[src/rtl/async_input_conditioner_pkg.sv]
// Shared constants and helpers for the asynchronous input conditioner.
package async_input_conditioner_pkg;

  localparam int unsigned DEF_CHANNELS      = 8;
  localparam int unsigned DEF_SYNC_STAGES   = 3;
  localparam int unsigned DEF_FILTER_CYCLES = 4;

  // Counter must hold values 0..FILTER_CYCLES-1 with headroom for FILTER_CYCLES.
  function automatic int unsigned filt_cnt_width(input int unsigned filter_cycles);
    return $clog2(filter_cycles + 1);
  endfunction

endpackage

[src/rtl/async_input_conditioner_if.sv]
// Per-channel level inputs, clears and conditioned outputs of the conditioner.
interface async_input_conditioner_if #(
  parameter int unsigned CHANNELS = 8
);
  logic [CHANNELS-1:0] async_in;
  logic [CHANNELS-1:0] sticky_clr;
  logic [CHANNELS-1:0] filt_out;
  logic [CHANNELS-1:0] rise_pulse;
  logic [CHANNELS-1:0] fall_pulse;
  logic [CHANNELS-1:0] edge_sticky;
  logic                any_edge;

  modport master (
    output async_in, sticky_clr,
    input  filt_out, rise_pulse, fall_pulse, edge_sticky, any_edge
  );

  modport slave (
    input  async_in, sticky_clr,
    output filt_out, rise_pulse, fall_pulse, edge_sticky, any_edge
  );
endinterface

[src/rtl/input_cond_chan.sv]
// One conditioner channel: synchronizer chain, stability filter, edge pulses
// and sticky change flag.
module input_cond_chan
  import async_input_conditioner_pkg::*;
#(
  parameter int unsigned SYNC_STAGES   = DEF_SYNC_STAGES,
  parameter int unsigned FILTER_CYCLES = DEF_FILTER_CYCLES,
  parameter logic        RESET_BIT     = 1'b0
) (
  input  logic dest_clk,
  input  logic dest_rst,
  input  logic async_bit,
  input  logic sticky_clr,
  output logic filt_out,
  output logic rise_pulse,
  output logic fall_pulse,
  output logic edge_sticky
);

  localparam int unsigned     CNT_W    = filt_cnt_width(FILTER_CYCLES);
  localparam logic [CNT_W-1:0] CNT_LAST = CNT_W'(FILTER_CYCLES - 1);

  (* ASYNC_REG = "TRUE", DONT_TOUCH = "TRUE" *) logic [SYNC_STAGES-1:0] sync_q;

  logic             sync_bit;
  logic [CNT_W-1:0] cnt_q;
  logic [CNT_W-1:0] cnt_d;
  logic             filt_d;
  logic             rise_d;
  logic             fall_d;
  logic             sticky_d;

  assign sync_bit = sync_q[SYNC_STAGES-1];

  always_comb begin
    cnt_d  = '0;
    filt_d = filt_out;
    rise_d = 1'b0;
    fall_d = 1'b0;
    if (sync_bit != filt_out) begin
      if (cnt_q == CNT_LAST) begin
        filt_d = sync_bit;
        rise_d = sync_bit;
        fall_d = ~sync_bit;
      end else begin
        cnt_d = cnt_q + 1'b1;
      end
    end
    // A new edge takes priority over a clear arriving on the same cycle.
    if (rise_d || fall_d) begin
      sticky_d = 1'b1;
    end else if (sticky_clr) begin
      sticky_d = 1'b0;
    end else begin
      sticky_d = edge_sticky;
    end
  end

  always_ff @(posedge dest_clk or posedge dest_rst) begin
    if (dest_rst) begin
      sync_q      <= {SYNC_STAGES{RESET_BIT}};
      cnt_q       <= '0;
      filt_out    <= RESET_BIT;
      rise_pulse  <= 1'b0;
      fall_pulse  <= 1'b0;
      edge_sticky <= 1'b0;
    end else begin
      sync_q      <= {sync_q[SYNC_STAGES-2:0], async_bit};
      cnt_q       <= cnt_d;
      filt_out    <= filt_d;
      rise_pulse  <= rise_d;
      fall_pulse  <= fall_d;
      edge_sticky <= sticky_d;
    end
  end

endmodule

[src/rtl/async_input_conditioner.sv]
// Multi-channel synchronizer + debounce filter with edge pulses, sticky
// change flags and a registered any-edge summary.
module async_input_conditioner
  import async_input_conditioner_pkg::*;
#(
  parameter int unsigned         CHANNELS      = DEF_CHANNELS,
  parameter int unsigned         SYNC_STAGES   = DEF_SYNC_STAGES,
  parameter int unsigned         FILTER_CYCLES = DEF_FILTER_CYCLES,
  parameter logic [CHANNELS-1:0] RESET_VAL     = '0
) (
  input  logic                      dest_clk,
  input  logic                      dest_rst,
  async_input_conditioner_if.slave  bus
);

  logic [CHANNELS-1:0] filt_v;
  logic [CHANNELS-1:0] rise_v;
  logic [CHANNELS-1:0] fall_v;
  logic [CHANNELS-1:0] sticky_v;
  logic                any_q;

  for (genvar i = 0; i < CHANNELS; i++) begin : g_chan
    input_cond_chan #(
      .SYNC_STAGES   (SYNC_STAGES),
      .FILTER_CYCLES (FILTER_CYCLES),
      .RESET_BIT     (RESET_VAL[i])
    ) u_chan (
      .dest_clk    (dest_clk),
      .dest_rst    (dest_rst),
      .async_bit   (bus.async_in[i]),
      .sticky_clr  (bus.sticky_clr[i]),
      .filt_out    (filt_v[i]),
      .rise_pulse  (rise_v[i]),
      .fall_pulse  (fall_v[i]),
      .edge_sticky (sticky_v[i])
    );
  end

  always_ff @(posedge dest_clk or posedge dest_rst) begin
    if (dest_rst) begin
      any_q <= 1'b0;
    end else begin
      any_q <= |(rise_v | fall_v);
    end
  end

  assign bus.filt_out    = filt_v;
  assign bus.rise_pulse  = rise_v;
  assign bus.fall_pulse  = fall_v;
  assign bus.edge_sticky = sticky_v;
  assign bus.any_edge    = any_q;

endmodule

[src/flat_wrapper.sv]
// flat-port wrapper written by rule: the top's interface ports become plain ports
module async_input_conditioner_flat import async_input_conditioner_pkg::*;
#(
  parameter int unsigned         CHANNELS      = DEF_CHANNELS,
  parameter int unsigned         SYNC_STAGES   = DEF_SYNC_STAGES,
  parameter int unsigned         FILTER_CYCLES = DEF_FILTER_CYCLES,
  parameter logic [CHANNELS-1:0] RESET_VAL     = '0
)
  (dest_clk, dest_rst, bus_async_in, bus_sticky_clr, bus_filt_out, bus_rise_pulse, bus_fall_pulse, bus_edge_sticky, bus_any_edge);
  async_input_conditioner_if #(.CHANNELS(CHANNELS)) bus_i ();
  input  logic dest_clk;
  input  logic dest_rst;
  input wire logic [$bits(bus_i.async_in)-1:0] bus_async_in;
  input wire logic [$bits(bus_i.sticky_clr)-1:0] bus_sticky_clr;
  output wire logic [$bits(bus_i.filt_out)-1:0] bus_filt_out;
  output wire logic [$bits(bus_i.rise_pulse)-1:0] bus_rise_pulse;
  output wire logic [$bits(bus_i.fall_pulse)-1:0] bus_fall_pulse;
  output wire logic [$bits(bus_i.edge_sticky)-1:0] bus_edge_sticky;
  output wire logic [$bits(bus_i.any_edge)-1:0] bus_any_edge;
  assign bus_i.async_in = bus_async_in;
  assign bus_i.sticky_clr = bus_sticky_clr;
  assign bus_filt_out = bus_i.filt_out;
  assign bus_rise_pulse = bus_i.rise_pulse;
  assign bus_fall_pulse = bus_i.fall_pulse;
  assign bus_edge_sticky = bus_i.edge_sticky;
  assign bus_any_edge = bus_i.any_edge;
  async_input_conditioner #(.CHANNELS(CHANNELS), .SYNC_STAGES(SYNC_STAGES), .FILTER_CYCLES(FILTER_CYCLES), .RESET_VAL(RESET_VAL)) u_core (.dest_clk(dest_clk), .dest_rst(dest_rst), .bus(bus_i));
endmodule
[config.mk]
export PLATFORM = sky130hd
export DESIGN_NAME = async_input_conditioner_flat
export DESIGN_NICKNAME = d
export VERILOG_FILES = /design/src/rtl/async_input_conditioner_pkg.sv /design/src/rtl/async_input_conditioner_if.sv /design/src/rtl/input_cond_chan.sv /design/src/rtl/async_input_conditioner.sv /design/src/flat_wrapper.sv
export SDC_FILE = /design/constraint.sdc
export NUM_CORES = 1
export LEC_CHECK = 0
export ABC_CLOCK_PERIOD_IN_PS = 2100
export BUFFER_PORTS_ARGS = -buffer_cell sky130_fd_sc_hd__buf_4
export CORE_AREA = 2 2 88 90
export CTS_CLUSTER_DIAMETER = 60
export DETAILED_ROUTE_END_ITERATION = 10
export DIE_AREA = 0 0 90 92
export GPL_TIMING_DRIVEN = 0
export MAX_ROUTING_LAYER = met4
export PLACE_DENSITY = 0.66
export SYNTH_ARGS = -nofsm -noshare
export SYNTH_HDL_FRONTEND = slang
export SYNTH_HIERARCHICAL = 1
export SYNTH_SLANG_ARGS = --single-unit
[constraint.sdc]
create_clock -name dest_clk -period 2.1 [get_ports dest_clk]
set_input_delay 0.105 -clock dest_clk [delete_from_list [all_inputs] [get_ports dest_clk]]
set_output_delay 0.105 -clock dest_clk [all_outputs]
set_load 0.02 [all_outputs]
==> results.toml, run 1 <==
[global_routing]
antenna_found_initial = 0
grt-ovfl-total = 0
grt_pass1_wl_um = 7940
grt_pass1_vias = 1719
grtUsageTotal_pct = 12.7
grt_start_max_net_pins = 15

[setup_path]
start_kind = "register"
crit_chain = "ha_1, nor2b_2, mux2_2"
reg2reg_from = "u_core/g_chan[6].u_chan/cnt_q[0]$_DFF_PP0_"
timing.critical_path.to = "u_core/g_chan[6].u_chan/filt_out$_DFFE_PP0P_"
end_kind = "register"
crit_slowest_cell = "dfrtp_1"
slowest_delay_ps = 360
crit_path_max_fanout = 3
crit_start = "u_core/g_chan[6].u_chan/cnt_q[0]$_DFF_PP0_"
crit_type = "reg2reg"
reg2regPathDepth = 3
r2r_end = "u_core/g_chan[6].u_chan/filt_out$_DFFE_PP0P_"
crit_required_ps = 2320
cp.arrival_ps = 1480
worst-r2r-setup-slack_ps = 850

[logic_synthesis]
yosys_warnings = 6
yosysUniqueCellTypes = 12
synth_area_per_cell_um2 = 14.8
ys_seq_area_share_pct = 71.6
synth_fp_nets = 217
ys_seq_elements = 81
syn-cell-area_mm2 = 0.00283
syn_inst = 191

[outcome]
status = "finished, final reports clean"

[finish]
layout_common_cells = "dfrtp_1, buf_4, nor3b_1"
final_nets = 295
syn_to_final_growth_pct = 32.3
layout_commonest_cell = "dfrtp_1"
n_antenna_cell = 0
drive_gt1_share_pct = 29.9
fillers = 666

[sta]
fmax_mhz = 798
finalCriticalPeriod_ps = 1250
finalHoldViolCount = 0
period_share_pct = 59.7
fin_worst_skew_ps = 9.54
setup-tns-final_ps = 0
grt_setup_unrepaired = "no"
slew_viol_final = 0
max_slew_margin_pct = 64.5
finalSetupViolations = 0
worst_pin_slew_ps = 527

[job]
maxCapViolCount = 0

[floorplan]
core_area_mm2 = 0.00745
start_util_pct = 38.0
num_rows = 32
io_pins = 51
fp.dieArea_mm2 = 0.00828
die_h_um = 92
die-width_um = 90

[routing]
vias = 1673
routed_wl_um = 4650
wl_met3_um = 237
drt-wirelength-per-cell_um = 12.4
routed.top_layer = "met4"
ant_nets = 0
routed-wl-met2_um = 2200
drc = 0
vias_per_cell = 4.45
firstDrtPassIters = 4
drt_iter0_markers = 46
wl_met1_um = 2120

[pwr]
leakagePower_nw = 1.77
finalPower_mw = 4.48
peakVddDrop_mv = 0.505
pwr_density_cell_mw_per_mm2 = 1190

[clocking]
cts_max_path_buffers = 2
cts_tree = "yes"
cts_root_buffer = "clkbuf_8"
cts_buffers = 9
cts_setup_buffers = 0
cts.sinks = 81
insertion_delay_ps = 350
htree_num_levels = 3
clkTransAtPathRegs_ps = 90

[placed_design]
io_buffer_count = 50
dp_hpwl_um = 3300
routabilityCongestion = 0.692

[hold_path]
hp-class = "in2async"
sequential cells by signal, summed over array words and instances (netlist names):
register                          count
u_core/g_chan.u_chan/cnt_q           24
u_core/g_chan.u_chan/rise_pulse       8
u_core/g_chan.u_chan/filt_out         8
u_core/g_chan.u_chan/edge_sticky      8
u_core/bus.any_edge                   1
u_core/g_chan.u_chan/sync_q          24
u_core/g_chan.u_chan/fall_pulse       8
kinds of logic (layout without fill, tap and decap cells):
family          Yosys count  in the layout  share of synthesized area [%]
flops                    81             81                           71.6
simple gates             61             61                           15.2
buf+inv                  17            100                           2.25
fa+ha+maj                 8              8                           3.53
compound gates            8              8                           1.77
xor+xnor                  8              8                           2.47
mux                       8              8                           3.18
synthesized netlist by cell type, drive strengths merged:
cell type	count	area [um2]
xnor2	8	70.1
nor3	8	40.0
nor2b	8	70.1
nand4	1	6.26
nor3b	32	240
ha	8	100
inv	17	63.8
nor4	4	25.0
nand2b	8	50.1
mux2	8	90.1
o22ai	8	50.1
dfrtp	81	2030
per-stage QoR:
stage	cells	setup WS [ps]	instance area, um2	hold WS (ps)	utilization (%)
finish	376	847	3750	233	50.3
global route	376	777	3750	231	50.3
CTS	376	813	3750	213	50.3
detailed placement	343	830	3340	24.1	44.8
global placement	343	842	3340	23.9	44.8
floorplan	191	980	2830	-166	-
worst min path at each step:
stage | end | slack (ps) | start | depth (start not counted)
final | u_core/bus.any_edge$_DFF_PP0_ | 230 | dest_rst | 3
after global routing | u_core/bus.any_edge$_DFF_PP0_ | 230 | dest_rst | 3
after CTS | u_core/bus.any_edge$_DFF_PP0_ | 210 | dest_rst | 3
after detailed placement | u_core/bus.any_edge$_DFF_PP0_ | 20 | dest_rst | 2
after global placement | u_core/bus.any_edge$_DFF_PP0_ | 20 | dest_rst | 2
after floorplan | u_core/bus.any_edge$_DFF_PP0_ | -170 | dest_rst | 1
power by group:
| part | internal [mW] | leakage (nW) | switching (mW) | total (mW) |
|---|---|---|---|---|
| sequential | 1.84 | 1.04 | 0.205 | 2.05 |
| combinational | 0.548 | 0.611 | 0.542 | 1.09 |
| clock | 0.789 | 0.115 | 0.548 | 1.34 |
cell type report:
class	instances	area [um2]	share of cell area, %
inverters	17	63.8	1.70
multi-input cells	93	742	19.8
flip-flops and latches	81	2030	54.1
clock inverters	7	119	3.17
clock buffers	9	124	3.30
repair buffers	67	546	14.6
well taps	102	128	3.40
worst max-delay path, delay by kind of cell, from the launching register on:
family | cells | cell delay, ps
adders and majority gates | 1 | 200
DFF | 1 | 360
muxes | 1 | 360
and+or+nand+nor | 1 | 220
routing by layer:
metal,track usage (%),vias up
li1,-,807
met1,15.1,818
met2,20.0,39
met3,3.37,9
met4,6.92,0
met5,-,-
repair_timing:
item                      CTS  global route
gates resized for setup     0             0
hold buffers               17             0
hold endpoints to repair   97             0
Power figures use the tool's default switching activity.
==> run 2: changes to the inputs <==
ABC_CLOCK_PERIOD_IN_PS = 1100   (was 2100)
PLACE_DENSITY = 0.68   (was 0.66)
clock period = 1.1 ns   (was 2.1 ns; I/O delays follow)
==> run 2 against run 1 <==
  * The run now ends with negative setup slack left
  * Worst hold slack got worse by 49 ps
  * Register-to-register slack got worse by 890 ps
  * First-iteration DRC count down 17%
==> results.toml, run 2 (same netlist as run 1, synthesis figures left out) <==
[floorplan]
die_h_um = 92
core_area_mm2 = 0.00745
io_pins = 51
start_util_pct = 38.0
fp.dieArea_mm2 = 0.00828
num_rows = 32
die-width_um = 90

[pwr]
clock_power_share_pct = 25.1
swShare_pct = 29.0
p_sw_mw = 2.64
p_seq_share_pct = 44.0
combPwrFrac_pct = 30.9
power.internal_mw = 6.47
leakagePower_nw = 1.95
pwr_density_cell_mw_per_mm2 = 2200
peakVddDrop_mv = 0.819
finalPower_mw = 9.12

[global_routing]
grt-ovfl-total = 0
grt_pass1_wl_um = 8560
grt.met3_usage_pct = 4.19
grt_pass1_vias = 1882
gr-usage-met1_pct = 16.5
use_met2_pct = 22.2
grtUsageTotal_pct = 13.8
grt_start_max_net_pins = 13
antenna_found_initial = 0
grt_busiest_layer = "met2"

[sta]
period_share_pct = 104
fmax_mhz = 877
max_slew_margin_pct = 73.6
fin_worst_skew_ps = 9.78
whs_ps = 184
finalHoldViolCount = 0
slew_viol_final = 0
setup-tns-final_ps = -151
finalCriticalPeriod_ps = 1140
fin_ws_ps = -40.3
worst_pin_slew_ps = 395
finalSetupViolations = 7
grt_setup_unrepaired = "yes"

[finish]
multiInputGateArea_um2 = 990
final_cells = 397
layout.area.seq_mm2 = 0.00203
reg_top3 = "u_core/g_chan.u_chan/cnt_q x24, u_core/g_chan.u_chan/sync_q x24"
final_nets = 317
n_antenna_cell = 0
stdcell_area_mm2 = 0.00414
drive_gt1_share_pct = 46.1
fillers = 622
syn_to_final_growth_pct = 46.0
layout_commonest_cell = "dfrtp_1"
final_core_util_pct = 55.5
layout_common_cells = "dfrtp_1, buf_4, nor3b_1"

[routing]
routed_wl_um = 5310
firstDrtPassIters = 4
drt-wirelength-per-cell_um = 13.4
drc = 0
vias_per_cell = 4.49
ant_nets = 0
drt_iter0_markers = 38
vias = 1782

[clocking]
cts_max_path_buffers = 2
insertion_delay_ps = 330
htree_num_levels = 3
cts.sinks = 81
cts_buffers = 9
cts_tree = "yes"
clkTransAtPathRegs_ps = 80
cts_root_buffer = "clkbuf_8"

[job]
maxCapViolCount = 0

[setup_path]
cpLargestDelayFamily = "flip-flops"
crit_required_ps = 1320
crit_chain = "ha_2, nor2b_4, mux2_4"
cp.depth = 3
slowest_delay_ps = 360
crit_slowest_cell = "dfrtp_1"
critical_path_buf_inv_count = 0
crit_path_max_fanout = 2
reg2regPathDepth = 3
cp.arrival_ps = 1360
end_kind = "register"
crit_type = "reg2reg"
start_kind = "register"

[outcome]
failed_checks = "negative setup slack"
status = "finished, violations left"

[placed_design]
routabilityCongestion = 0.760
io_buffer_count = 50
dpl-instance-area_mm2 = 0.00340
place_inst = 343
place_ws_ps = -181
dp_hpwl_um = 3440

[hold_path]
hp-class = "in2async"
## run 2: worst register-to-register path, stage by stage (launching register included)
cell and delay, ps:
dfrtp_1 360, ha_2 190, nor2b_4 170, mux2_4 300
## run 2: power by group through the flow
| stage | clock [mW] | sequential [mW] | combinational, mW |
|---|---|---|---|
| after floorplan | 0 | 4.24 | 1.09 |
| after global placement | 0 | 3.96 | 2.07 |
| after detailed placement | 0 | 3.99 | 2.14 |
| after CTS | 2.39 | 3.94 | 2.51 |
| final | 2.29 | 4.01 | 2.81 |
| after global routing | 2.52 | 4.09 | 3.06 |
## run 2: final timing paths
check,startpoint,endpoint,slack [ps]
max,u_core/g_chan[1].u_chan/cnt_q[0]$_DFF_PP0_,u_core/g_chan[1].u_chan/filt_out$_DFFE_PP0P_,-40
min,dest_rst,u_core/bus.any_edge$_DFF_PP0_,180
max reg2reg,u_core/g_chan[1].u_chan/cnt_q[0]$_DFF_PP0_,u_core/g_chan[1].u_chan/filt_out$_DFFE_PP0P_,-40
min reg2reg,u_core/g_chan[1].u_chan/sync_q[1]$_DFF_PP0_,u_core/g_chan[1].u_chan/sync_q[2]$_DFF_PP0_,350
max in group asynchronous,dest_rst,u_core/g_chan[6].u_chan/filt_out$_DFFE_PP0P_,470
min in group dest_clk,u_core/g_chan[1].u_chan/sync_q[1]$_DFF_PP0_,u_core/g_chan[1].u_chan/sync_q[2]$_DFF_PP0_,350
## run 2: routing by layer
metal	up-vias	routed length, um
met3	3	202
met1	893	2300
met5	-	0
met2	39	2790
met4	0	23
li1	847	-
## run 2: area by class of cell
cell class,count,share of cell area [%]
Clock inverter,3,1.57
Inverter,17,1.54
Multi-Input combinational cell,93,23.9
Clock buffer,12,3.51
Timing Repair Buffer,89,17.3
Sequential cell,81,49.1
Tap cell,102,3.09
## run 2: repair_timing
item                                    in CTS  in global routing
resized for setup                           11                 26
setup buffers                               17                  5
pin swaps                                    8                  7
endpoints found under the hold margin       97                  0
endpoints found under the setup margin       9                 32
hold buffers                                17                  0
==> run 3: changes to the inputs <==
ABC_AREA = 1   (was not set)
CORE_AREA = 2 2 94 96   (was 2 2 88 90)
DIE_AREA = 0 0 96 98   (was 0 0 90 92)
PLACE_DENSITY = 0.67   (was 0.68)
==> run 3 against run 2 <==
  * The run now ends clean
  * Worst hold slack improved by 4.2 ps
  * Clock skew grew 1.2 ps
  * Sequential power fell by 4%
  * Synthesized area grew 15%
  * Clock power increased by 5%
  * Worst setup slack better by 150 ps
  * Via count increased by 19%
  * Critical endpoint is now u_core/g_chan[2].u_chan/cnt_q[0]$_DFF_PP0_
  * Largest power group unchanged
==> results.toml, run 3 <==
[finish]
syn_to_final_growth_pct = 27.9
reg_top3 = "u_core/g_chan.u_chan/cnt_q x24, u_core/g_chan.u_chan/sync_q x24"
layout_commonest_cell = "dfrtp_1"
layout.area.seq_mm2 = 0.00203
n_antenna_cell = 0
final_nets = 425
stdcell_area_mm2 = 0.00415
drive_gt1_share_pct = 35.6
fillers = 779
layout_common_cells = "dfrtp_1, nand2_1, buf_4"
multiInputGateArea_um2 = 950
final_core_util_pct = 49.1

[routing]
firstDrtPassIters = 4
drt_iter0_markers = 103
ant_nets = 0
drc = 0
vias_per_cell = 4.14
wl_met1_um = 2370
wl_met3_um = 221
routed_wl_um = 5260
routed.top_layer = "met4"
vias = 2119
drt-wirelength-per-cell_um = 10.3
routed-wl-met2_um = 2580

[clocking]
cts_setup_buffers = 0
cts_max_path_buffers = 2
cts_tree = "yes"
htree_num_levels = 3
insertion_delay_ps = 340
clkTransAtPathRegs_ps = 70
cts.sinks = 81
cts_root_buffer = "clkbuf_8"
cts_buffers = 9

[logic_synthesis]
synth_edf_count = 0
synth_top_area_cell = "dfrtp_1"
yosysUniqueCellTypes = 11
async_flop_share_pct = 100
ys_seq_elements = 81
synth_common_cells = "dfrtp_1, nand2_1, inv_1, nor2_1"
ys_seq_area_share_pct = 62.4
syn-cell-area_mm2 = 0.00325
syn_inst = 321
synth.area.top_cells = "dfrtp_1, nand2_1, inv_1, nor2_2, ha_1"
synth_most_common_cell = "dfrtp_1"
synth_top_area_share_pct = 62.4
synth_area_per_cell_um2 = 10.1
synth_ff_type = "dfrtp_1"
synth_fp_nets = 347
yosys_warnings = 6

[setup_path]
cp.arrival_ps = 1250
crit_chain = "ha_1, nand2_4, nand2_1, nor2_2"
end_kind = "register"
reg2regPathDepth = 4
crit_required_ps = 1370
worst-r2r-setup-slack_ps = 110
slowest_delay_ps = 390
reg2reg_from = "u_core/g_chan[2].u_chan/cnt_q[0]$_DFF_PP0_"
cpLargestDelayFamily = "flip-flops"
crit_type = "reg2reg"
critical_path_buf_inv_count = 0
r2r_end = "u_core/g_chan[2].u_chan/cnt_q[0]$_DFF_PP0_"
start_kind = "register"
crit_path_max_fanout = 5
crit_slowest_cell = "dfrtp_1"

[sta]
finalHoldViolCount = 0
setup-tns-final_ps = 0
max_slew_margin_pct = 73.3
finalCriticalPeriod_ps = 986
fin_worst_skew_ps = 11.0
period_share_pct = 89.6
slew_viol_final = 0
fmax_mhz = 1010
finalSetupViolations = 0
grt_setup_unrepaired = "no"
worst_pin_slew_ps = 400

[global_routing]
antenna_found_initial = 0
grtUsageTotal_pct = 13.1
grt_pass1_vias = 2220
grt-ovfl-total = 0
grt_start_max_net_pins = 13
grt_pass1_wl_um = 9250

[pwr]
finalPower_mw = 9.02
peakVddDrop_mv = 0.908
pwr_density_cell_mw_per_mm2 = 2170
leakagePower_nw = 2.21

[floorplan]
core_area_mm2 = 0.00847
die_h_um = 98
io_pins = 51
start_util_pct = 38.4
num_rows = 34
die-width_um = 96
fp.dieArea_mm2 = 0.00941

[placed_design]
io_buffer_count = 50
dpl-instance-area_mm2 = 0.00376
dp_hpwl_um = 3870
routabilityCongestion = 0.743

[outcome]
status = "finished, final reports clean"

[job]
maxCapViolCount = 0

[hold_path]
hp-class = "in2async"
[run 3: kinds of logic after synthesis]
group	count (synthesis)	share of synthesized area [%]
and+or+nand+nor	151	24.2
AOI/OAI and AO/OA	8	1.85
adders and majority gates	8	3.08
buffers and inverters	73	8.44
DFF	81	62.4
[run 3: cell type report]
type                            instances  share of cell area (%)
Multi-Input combinational cell        167                    22.9
Clock buffer                           14                    3.92
Clock inverter                          2                    1.45
Timing Repair Buffer                   67                    13.1
Sequential cell                        81                    48.8
Tap cell                              108                    3.25
Inverter                               73                    6.60
[run 3: through the flow]
stage	std cells	hold WS, ps	worst slack [ps]
2_1_floorplan	321	-216	189
3_3_place_gp	479	-13.3	149
3_5_place_dp	479	-16.4	117
4_1_cts	512	168	107
5_1_grt	512	182	38.9
6_report	512	188	114
[run 3: layer usage]
| metal | vias to the layer above | track usage (%) |
|---|---|---|
| met3 | 10 | 3.32 |
| met5 | - | - |
| li1 | 1073 | - |
| met1 | 996 | 14.6 |
| met4 | 0 | 6.26 |
| met2 | 40 | 21.7 |
[run 3: worst register-to-register path, cell delays in order, from the launching register on]
cell and delay [ps]:
dfrtp_1 390, ha_1 250, nand2_4 120, nand2_1 70, nor2_2 100
[run 3: worst max path at each step]
stage                                          startpoint                                               to  cells past startpoint
6_report       u_core/g_chan[2].u_chan/cnt_q[0]$_DFF_PP0_       u_core/g_chan[2].u_chan/cnt_q[0]$_DFF_PP0_                      4
5_1_grt        u_core/g_chan[5].u_chan/cnt_q[0]$_DFF_PP0_  u_core/g_chan[5].u_chan/edge_sticky$_DFFE_PP0P_                      5
4_1_cts        u_core/g_chan[5].u_chan/cnt_q[0]$_DFF_PP0_       u_core/g_chan[5].u_chan/cnt_q[1]$_DFF_PP0_                      4
3_5_place_dp   u_core/g_chan[0].u_chan/cnt_q[0]$_DFF_PP0_     u_core/g_chan[0].u_chan/filt_out$_DFFE_PP0P_                      5
3_3_place_gp   u_core/g_chan[5].u_chan/cnt_q[0]$_DFF_PP0_     u_core/g_chan[5].u_chan/filt_out$_DFFE_PP0P_                      5
2_1_floorplan  u_core/g_chan[0].u_chan/cnt_q[0]$_DFF_PP0_     u_core/g_chan[0].u_chan/filt_out$_DFFE_PP0P_                      5
[run 3: repair_timing]
action,CTS,global route
hold endpoints to repair,97,0
setup endpoints to repair,0,1
hold buffers,17,0
gates resized for setup,0,1
[run 3: where the power goes]
part | internal, mW | leakage [nW] | switching (mW)
Combinational | 1.11 | 1.05 | 1.67
Sequential | 3.53 | 1.05 | 0.306
Clock | 1.41 | 0.111 | 0.991
Total | 6.05 | 2.21 | 2.97
